<file path="config.mk">
export PLATFORM = sky130hd
export DESIGN_NAME = branch_hazard_ctrl
export DESIGN_NICKNAME = d
export VERILOG_FILES = /design/src/rtl/pipe_ctrl_pkg.sv /design/src/rtl/sat_counter.sv /design/src/rtl/branch_hazard_ctrl.sv
export SDC_FILE = /design/constraint.sdc
export NUM_CORES = 1
export LEC_CHECK = 0
export ABC_CLOCK_PERIOD_IN_PS = 2500
export BUFFER_PORTS_ARGS = -buffer_cell sky130_fd_sc_hd__buf_2
export CORE_MARGIN = 8
export CORE_UTILIZATION = 30
export DETAILED_ROUTE_END_ITERATION = 8
export PLACE_DENSITY = 0.56
export SYNTH_ARGS = -nofsm -noshare
export SYNTH_HDL_FRONTEND = slang
export SYNTH_SLANG_ARGS = --single-unit
export TNS_END_PERCENT = 100
</file>
<file path="constraint.sdc">
create_clock -name clk_i -period 2.5 [get_ports clk_i]
set_input_delay 0.125 -clock clk_i [delete_from_list [all_inputs] [get_ports clk_i]]
set_output_delay 0.125 -clock clk_i [all_outputs]
set_load 0.03 [all_outputs]
</file>
<file path="src/rtl/pipe_ctrl_pkg.sv">
// Shared encodings and helpers for the pipeline sequencing controller.
// Branch-type and FSM state encodings plus the branch-taken decode.
package pipe_ctrl_pkg;

   typedef enum logic [1:0] {
      BR_BEQ  = 2'b00,
      BR_BNE  = 2'b01,
      BR_BLEZ = 2'b10,
      BR_BGTZ = 2'b11
   } br_type_e;

   typedef enum logic {
      ST_RUN   = 1'b0,
      ST_STALL = 1'b1
   } state_e;

   localparam logic [4:0] REG_ZERO = 5'd0;

   // nz/sign describe rs-rt for BEQ/BNE and rs alone for BLEZ/BGTZ
   function automatic logic branch_taken(input br_type_e br_type, input logic nz, input logic sign);
      logic taken;
      case (br_type)
         BR_BEQ:  taken = ~nz;
         BR_BNE:  taken = nz;
         BR_BLEZ: taken = sign | ~nz;
         BR_BGTZ: taken = ~sign & nz;
         default: taken = 1'b0;
      endcase
      return taken;
   endfunction

endpackage

</file>
<file path="src/rtl/sat_counter.sv">
// Saturating up-counter with synchronous reset and clear; clear beats increment.
module sat_counter #(
   parameter int CNT_W = 32
) (
   input  logic             clk,
   input  logic             rst,
   input  logic             clr,
   input  logic             inc,
   output logic [CNT_W-1:0] count
);

   localparam logic [CNT_W-1:0] CNT_MAX = {CNT_W{1'b1}};
   localparam logic [CNT_W-1:0] CNT_ONE = {{(CNT_W-1){1'b0}}, 1'b1};

   // count register: holds at all-ones instead of wrapping
   always_ff @(posedge clk) begin
      if (rst) begin
         count <= {CNT_W{1'b0}};
      end else if (clr) begin
         count <= {CNT_W{1'b0}};
      end else if (inc && (count != CNT_MAX)) begin
         count <= count + CNT_ONE;
      end else begin
         count <= count;
      end
   end

endmodule

</file>
<file path="src/rtl/branch_hazard_ctrl.sv">
// Branch resolution and load-use stall sequencing for the 5-stage pipeline,
// with saturating performance counters for branches, taken branches and bubbles.
module branch_hazard_ctrl
   import pipe_ctrl_pkg::*;
#(
   parameter int LOAD_STALL_CYC = 1,
   parameter int CNT_W          = 32
) (
   input  logic             clk_i,
   input  logic             rst_i,
   input  logic             ex_branch_i,
   input  logic [1:0]       ex_brtype_i,
   input  logic             ex_nz_i,
   input  logic             ex_sign_i,
   input  logic             id_ex_memread_i,
   input  logic [4:0]       id_ex_rt_i,
   input  logic [4:0]       if_id_rs_i,
   input  logic [4:0]       if_id_rt_i,
   input  logic             if_id_uses_rt_i,
   input  logic             perf_clr_i,
   output logic             pc_src_o,
   output logic             pc_write_o,
   output logic             if_id_write_o,
   output logic             if_id_flush_o,
   output logic             id_ex_flush_o,
   output logic [CNT_W-1:0] perf_br_o,
   output logic [CNT_W-1:0] perf_taken_o,
   output logic [CNT_W-1:0] perf_stall_o
);

   // first bubble is issued from RUN, the remainder are counted down in STALL
   localparam logic [2:0] STALL_INIT  = 3'(LOAD_STALL_CYC - 32'sd1);
   localparam logic       MULTI_STALL = (LOAD_STALL_CYC > 32'sd1);

   state_e     state;
   state_e     next_state;
   logic [2:0] bcnt;
   logic [2:0] next_bcnt;
   logic       taken;
   logic       hazard;
   logic       br_inc;
   logic       taken_inc;
   logic       stall_inc;

   assign taken  = ex_branch_i & branch_taken(br_type_e'(ex_brtype_i), ex_nz_i, ex_sign_i);
   assign hazard = id_ex_memread_i & (id_ex_rt_i != REG_ZERO) &
                   ((id_ex_rt_i == if_id_rs_i) | (if_id_uses_rt_i & (id_ex_rt_i == if_id_rt_i)));

   // state and bubble counter registers
   always_ff @(posedge clk_i) begin
      if (rst_i) begin
         state <= ST_RUN;
         bcnt  <= 3'd0;
      end else begin
         state <= next_state;
         bcnt  <= next_bcnt;
      end
   end

   // next-state logic; a taken branch wins over a hazard since ID is wrong-path
   always_comb begin
      next_state = ST_RUN;
      next_bcnt  = 3'd0;
      case (state)
         ST_RUN: begin
            if (!taken && hazard && MULTI_STALL) begin
               next_state = ST_STALL;
               next_bcnt  = STALL_INIT;
            end else begin
               next_state = ST_RUN;
               next_bcnt  = 3'd0;
            end
         end
         ST_STALL: begin
            if (bcnt <= 3'd1) begin
               next_state = ST_RUN;
               next_bcnt  = 3'd0;
            end else begin
               next_state = ST_STALL;
               next_bcnt  = bcnt - 3'd1;
            end
         end
         default: begin
            next_state = ST_RUN;
            next_bcnt  = 3'd0;
         end
      endcase
   end

   // control outputs, zero-cycle response to the EX/ID inputs
   always_comb begin
      pc_src_o      = 1'b0;
      pc_write_o    = 1'b0;
      if_id_write_o = 1'b0;
      if_id_flush_o = 1'b1;
      id_ex_flush_o = 1'b1;
      if (rst_i) begin
         pc_write_o    = 1'b0;
         if_id_flush_o = 1'b1;
      end else begin
         case (state)
            ST_RUN: begin
               if (taken) begin
                  pc_src_o      = 1'b1;
                  pc_write_o    = 1'b1;
                  if_id_write_o = 1'b1;
                  if_id_flush_o = 1'b1;
                  id_ex_flush_o = 1'b1;
               end else if (hazard) begin
                  if_id_flush_o = 1'b0;
                  id_ex_flush_o = 1'b1;
               end else begin
                  pc_write_o    = 1'b1;
                  if_id_write_o = 1'b1;
                  if_id_flush_o = 1'b0;
                  id_ex_flush_o = 1'b0;
               end
            end
            ST_STALL: begin
               if_id_flush_o = 1'b0;
               id_ex_flush_o = 1'b1;
            end
            default: begin
               if_id_flush_o = 1'b1;
               id_ex_flush_o = 1'b1;
            end
         endcase
      end
   end

   assign br_inc    = (state == ST_RUN) & ex_branch_i;
   assign taken_inc = (state == ST_RUN) & taken;
   assign stall_inc = ((state == ST_RUN) & ~taken & hazard) | (state == ST_STALL);

   sat_counter #(.CNT_W(CNT_W)) u_cnt_br (
      .clk   (clk_i),
      .rst   (rst_i),
      .clr   (perf_clr_i),
      .inc   (br_inc),
      .count (perf_br_o)
   );

   sat_counter #(.CNT_W(CNT_W)) u_cnt_taken (
      .clk   (clk_i),
      .rst   (rst_i),
      .clr   (perf_clr_i),
      .inc   (taken_inc),
      .count (perf_taken_o)
   );

   sat_counter #(.CNT_W(CNT_W)) u_cnt_stall (
      .clk   (clk_i),
      .rst   (rst_i),
      .clr   (perf_clr_i),
      .inc   (stall_inc),
      .count (perf_stall_o)
   );

endmodule

</file>
# Yosys cells after proc, flatten, opt, wreduce, memory -nomap -nowiden
# Index checks and enable logic that the tools add are counted.
[op_classes]
n_addsub = 4
mul = 0
div_mod_pow = 0
magnitude_cmp = 1
eq_ne = 8
shifts = 0
muxes = 18
n_bitwise = 16
n_reduce_logical = 6
[ops]
columns = ["operator", "n"]
rows = [
  ["$add 32x1->32 const B", 3],
  ["$ne 32x32->1 const B", 3],
  ["$mux 1", 12],
  ["$eq 5x5->1", 2],
  ["$and 1x1->1", 9],
  ["$pmux 1 s2", 3],
  ["$pmux 3 s2", 1],
  ["$reduce_bool 5->1", 1],
  ["$eq 2x2->1 const B", 2],
  ["$not 1->1", 4],
  ["$pmux 1 s4", 1],
  ["$le 3x1->1 const B", 1],
  ["$logic_and 1x1->1", 3],
  ["$mux 3", 1],
  ["$or 1x1->1", 3],
  ["$sub 3x1->3 const B", 1],
  ["$eq 2x1->1 const B", 1],
  ["$logic_not 2->1", 1],
  ["$reduce_or 2->1", 1],
]
[word_totals]
ff_bits = 100
latchBits = 0
ramBits = 0
romBits = 0
output_inout_bits = 101
elab_cells = 58
mem_count = 0

# Longest topological paths before layout
[logic_depth]
depth_word = 9
depth_mapped = 9

# Cells and area by module
# From an unflattened synthesis, not the netlist that was laid out.
[unflattened]
hier_cells = 640
area_unflattened_um2 = 5227.5
[modules_own_cells]
columns = ["module", "n_inst", "cells_per_inst", "area_each_um2", "seq_area_each_um2"]
rows = [
  ["sat_counter", 3, 198, 1620.3, 640.6],
  ["branch_hazard_ctrl", 1, 46, 366.6, 80.1],
]

# Worst setup path after synthesis
# Ideal clock, no wire load.
[synth_timing]
kind = "flip-flop to output port"
from = "register state"
to = "output port pc_write_o"
t_arrival_ns = 2.354
slack_ns = 0.021
stages_incl_launch_ff = 7
cell_sequence = "dfxtp_1 or3b_2 mux2i_4 o31a_1 clkbuf_1 nor2b_1 buf_4"
[synth_between]
elab_chain_len = 2
[synth_lines]
columns = ["element", "line_no", "rtl"]
rows = [
  ["start, declared", "branch_hazard_ctrl.sv:35", "state_e state;"],
  ["start signal, assigned", "branch_hazard_ctrl.sv:55", "state <= next_state;"],
  ["$mux 1 (2 in series)", "n/a", ""],
  ["end, declared", "branch_hazard_ctrl.sv:22", "output logic pc_write_o,"],
]
# Every way passes these cells.

# Final worst setup path
[layout_timing]
from = "register state"
to = "output port if_id_write_o"
[layout_between]
elab_chain_len = 2
[layout_lines]
columns = ["element", "line_no", "rtl"]
rows = [
  ["$mux 1", "branch_hazard_ctrl.sv:101", "case (state)"],
  ["$mux 1", "branch_hazard_ctrl.sv:97", "if (rst_i) begin"],
  ["end, declared", "branch_hazard_ctrl.sv:23", "output logic if_id_write_o,"],
]
# Every way passes these cells.

==> impl_metrics.csv <==
group,metric,value,unit
synthesis,synth_area_per_cell,8.27,sq um
power,p_leak,2.33,nW
floorplan,die-area,21100,sq um
global_route,grt_remaining_overflow,0,
synthesis,ys_ff_latch,100,
timing,tns,0,ns
floorplan,core,16500,sq um
worst_setup_path,start_kind,"flop",
detailed_routing,first_pass_iters,4,
cts,cts-root-buf,"clkbuf_16",
power,switchingPower,0.000691,W
timing,finalHoldViolCount,0,
cts,clock_sinks,100,
detailed_routing,initialDrtViolationCount,194,
detailed_routing,drc,0,
detailed_routing,ant_nets,0,
floorplan,ios,126,
worst_setup_path,cp_num_buf_inv,2,
global_route,grt_use_total,12.8,%
synthesis,ys_types,50,
synthesis,syn_area,5010,sq um
power,p_int,0.00253,W
floorplan,start_util,30.4,%
worst_setup_path,crit_type,"flop to output pin",
timing,min_period_over_period,93.0,%
cts,clockBufferDepth,2,
detailed_routing,vias,4768,
placement,gp_congestion,0.757,
synthesis,synth_cells,605,
global_route,grt_pass1_wl,22900,um
floorplan,rows,47,
cts,clk_latency,0.34,ns
floorplan,die_width,145,um
power,p_total,0.00322,W
cts,cts_tree,"done",
final_layout,syn2layout_area_growth,25.0,%
power,p_clk_share,45.9,%
run,maxCapViolations,0,
final_layout,multiInputGateArea,2850,sq um
final_layout,final_common_cell,"buf_2",
synthesis,yosys.area.top_type_share,40.0,%
final_layout,drive_gt1_share,22.5,%
worst_setup_path,cp_top_family,"simple AND/OR/NAND/NOR gates",
worst_setup_path,crit_fanout,13,
status,status,"complete, no violations",
timing,maxSlewHeadroom,54.2,%
floorplan,die_h,145,um
timing,finalSetupViolations,0,
worst_setup_path,critPathSlowestCell,"or3b_2",
power,swShare,21.4,%
synthesis,yosys.area.top_type,"dfxtp_1",
detailed_routing,viasPerCell,4.96,
timing,period_needed,2.32,ns
timing,skew,0.00570,ns
worst_setup_path,worstSetupEndpointType,"output pin",
final_layout,layout_common_cells,"buf_2 (125), dfxtp_1 (100), nor2_1 (69), nand2_1 (43), a21oi_1 (38)",
timing,whs,0.0916,ns
power,vdd_drop_max,0.302,mV
synthesis,ys_seq_area_share,40.0,%
synthesis,synth-main-ff-cell,"dfxtp_1",
power,power_density,515,nW/um^2
final_layout,fin_nets,765,
detailed_routing,wl_per_cell,14.2,um
synthesis,synth_edf_count,0,
global_route,grt_pass1_vias,4494,
synthesis,syn_nets,634,
placement,io_buffers,125,
cts,cts_hold_buf,0,
synthesis,async_flop_share,0,%
detailed_routing,wl,13700,um
worst_setup_path,worstPathRequired,2.38,ns
global_route,grt_max_degree,54,
worst_hold_path,hold_class,"input port to flop",
synthesis,yosys_warnings,0,
cts,clkTransAtPathRegs,0.07,ns
worst_setup_path,crit_chain,"or3b_2, mux2i_4, buf_4, o31a_2, nor2b_1, buf_2",
final_layout,antenna_cells,0,
worst_setup_path,arrival,2.20,ns
power,pwr-share-comb,4.5,%
timing,tightest_slew,0.683,ns
timing,drv_slew,0,
cts,htreeDepth,3,
final_layout,fillers,1761,
final_layout,ff_latch_area,2000,sq um
placement,dp_hpwl,10100,um
cts,numCtsBuffers,9,
synthesis,yosys-top-cells-area,"dfxtp_1 (40%), xnor2_1 (6.1%), xor2_1 (5.2%), nor2_1 (5.2%), or3_1 (3.9%)",
timing,max_freq,0.430,GHz
timing,rsz0062_at_grt,"false",
worst_setup_path,slowest_delay,0.50,ns
global_route,antenna_found_initial,0,
power,power.share.sequential,49.6,%
per-stage QoR:
step | setup slack (ns) | instances | instance area, sq um | utilization (%)
6_report | 0.175 | 961 | 6260 | 38.0
5_1_grt | 0.0713 | 961 | 6260 | 38.0
4_1_cts | 0.130 | 961 | 6260 | 38.0
3_3_place_gp | 0.246 | 945 | 5930 | 36.0
2_1_floorplan | 0.0207 | 605 | 5010 | -
3_5_place_dp | 0.236 | 945 | 5930 | 36.0
power by group through the flow:
stage	clock network, W	logic [W]	registers [W]
final	0.00148	0.000145	0.00160
after global routing	0.00161	0.000159	0.00160
after CTS	0.00155	0.000148	0.00160
after detailed placement	0	0.000148	0.00163
after global placement	0	0.000147	0.00163
after floorplan	0	0.0000824	0.00164
logic make-up (layout without fill, tap and decap cells):
logic type | count (synthesis) | count (layout) | share of synthesized area, %
mux | 5 | 5 | 1.25
flops | 100 | 100 | 40.0
compound gates | 88 | 88 | 9.97
buf+inv | 38 | 174 | 3.12
xor+xnor | 65 | 65 | 11.4
simple gates | 305 | 305 | 33.3
fa+ha+maj | 4 | 4 | 1.00
cell type report:
type / count / area share (%)
Tap cell: 220 / 4.40
Multi-Input combinational cell: 467 / 45.6
Sequential cell: 100 / 32.0
Inverter: 18 / 1.08
Timing Repair Buffer: 140 / 11.8
Clock inverter: 3 / 0.680
Clock buffer: 13 / 4.48
state kept, by name (all words and copies together), names as in the netlist:
signal / cells
bcnt: 3
u_cnt_stall.count: 32
u_cnt_taken.count: 32
u_cnt_br.count: 32
state: 1
worst min-delay path, stage by stage:
cell and delay, ns:
buf_2 0.10, or3_1 0.10, mux2i_1 0.06
repair_timing:
| item | CTS | global route |
|---|---|---|
| endpoints found under the hold margin | 0 | 0 |
| gates resized for setup | 1 | 0 |
| endpoints found under the setup margin | 2 | 0 |
| setup buffers | 0 | 0 |
worst paths after layout:
kind | start | to | slack (ns) | cells after the start
max | state | if_id_write_o | 0.18 | 6
min | perf_clr_i | u_cnt_stall.count[26] | 0.09 | 3
max reg2reg | u_cnt_stall.count[0] | u_cnt_stall.count[27] | 0.22 | 7
min reg2reg | bcnt[0] | bcnt[0] | 0.41 | 1
routing by layer:
metal	vias up	share of wire, %	wire, um	GRT usage (%)
li1	2440	-	-	-
met1	2187	49	6630	17.0
met2	127	45	6080	19.6
met3	14	5.4	734	3.23
met4	0	1.5	211	4.79
met5	-	0	0	0
synthesized netlist by cell type (all sizes together) (2+ instances only):
cell,n
a21oi,38
and2,6
and3,18
and4,17
buf,5
clkbuf,15
dfxtp,100
ha,4
inv,18
mux2i,5
nand2,43
nand3,35
nand4,23
nand4b,2
nor2,69
nor2b,4
nor3,27
nor3b,4
nor4,8
o21ai,32
o31a,2
o31ai,4
o41ai,3
or2,3
or3,31
or4,8
or4b,2
xnor2,35
xor2,30
Note: power is estimated with default switching activity, not from simulation.
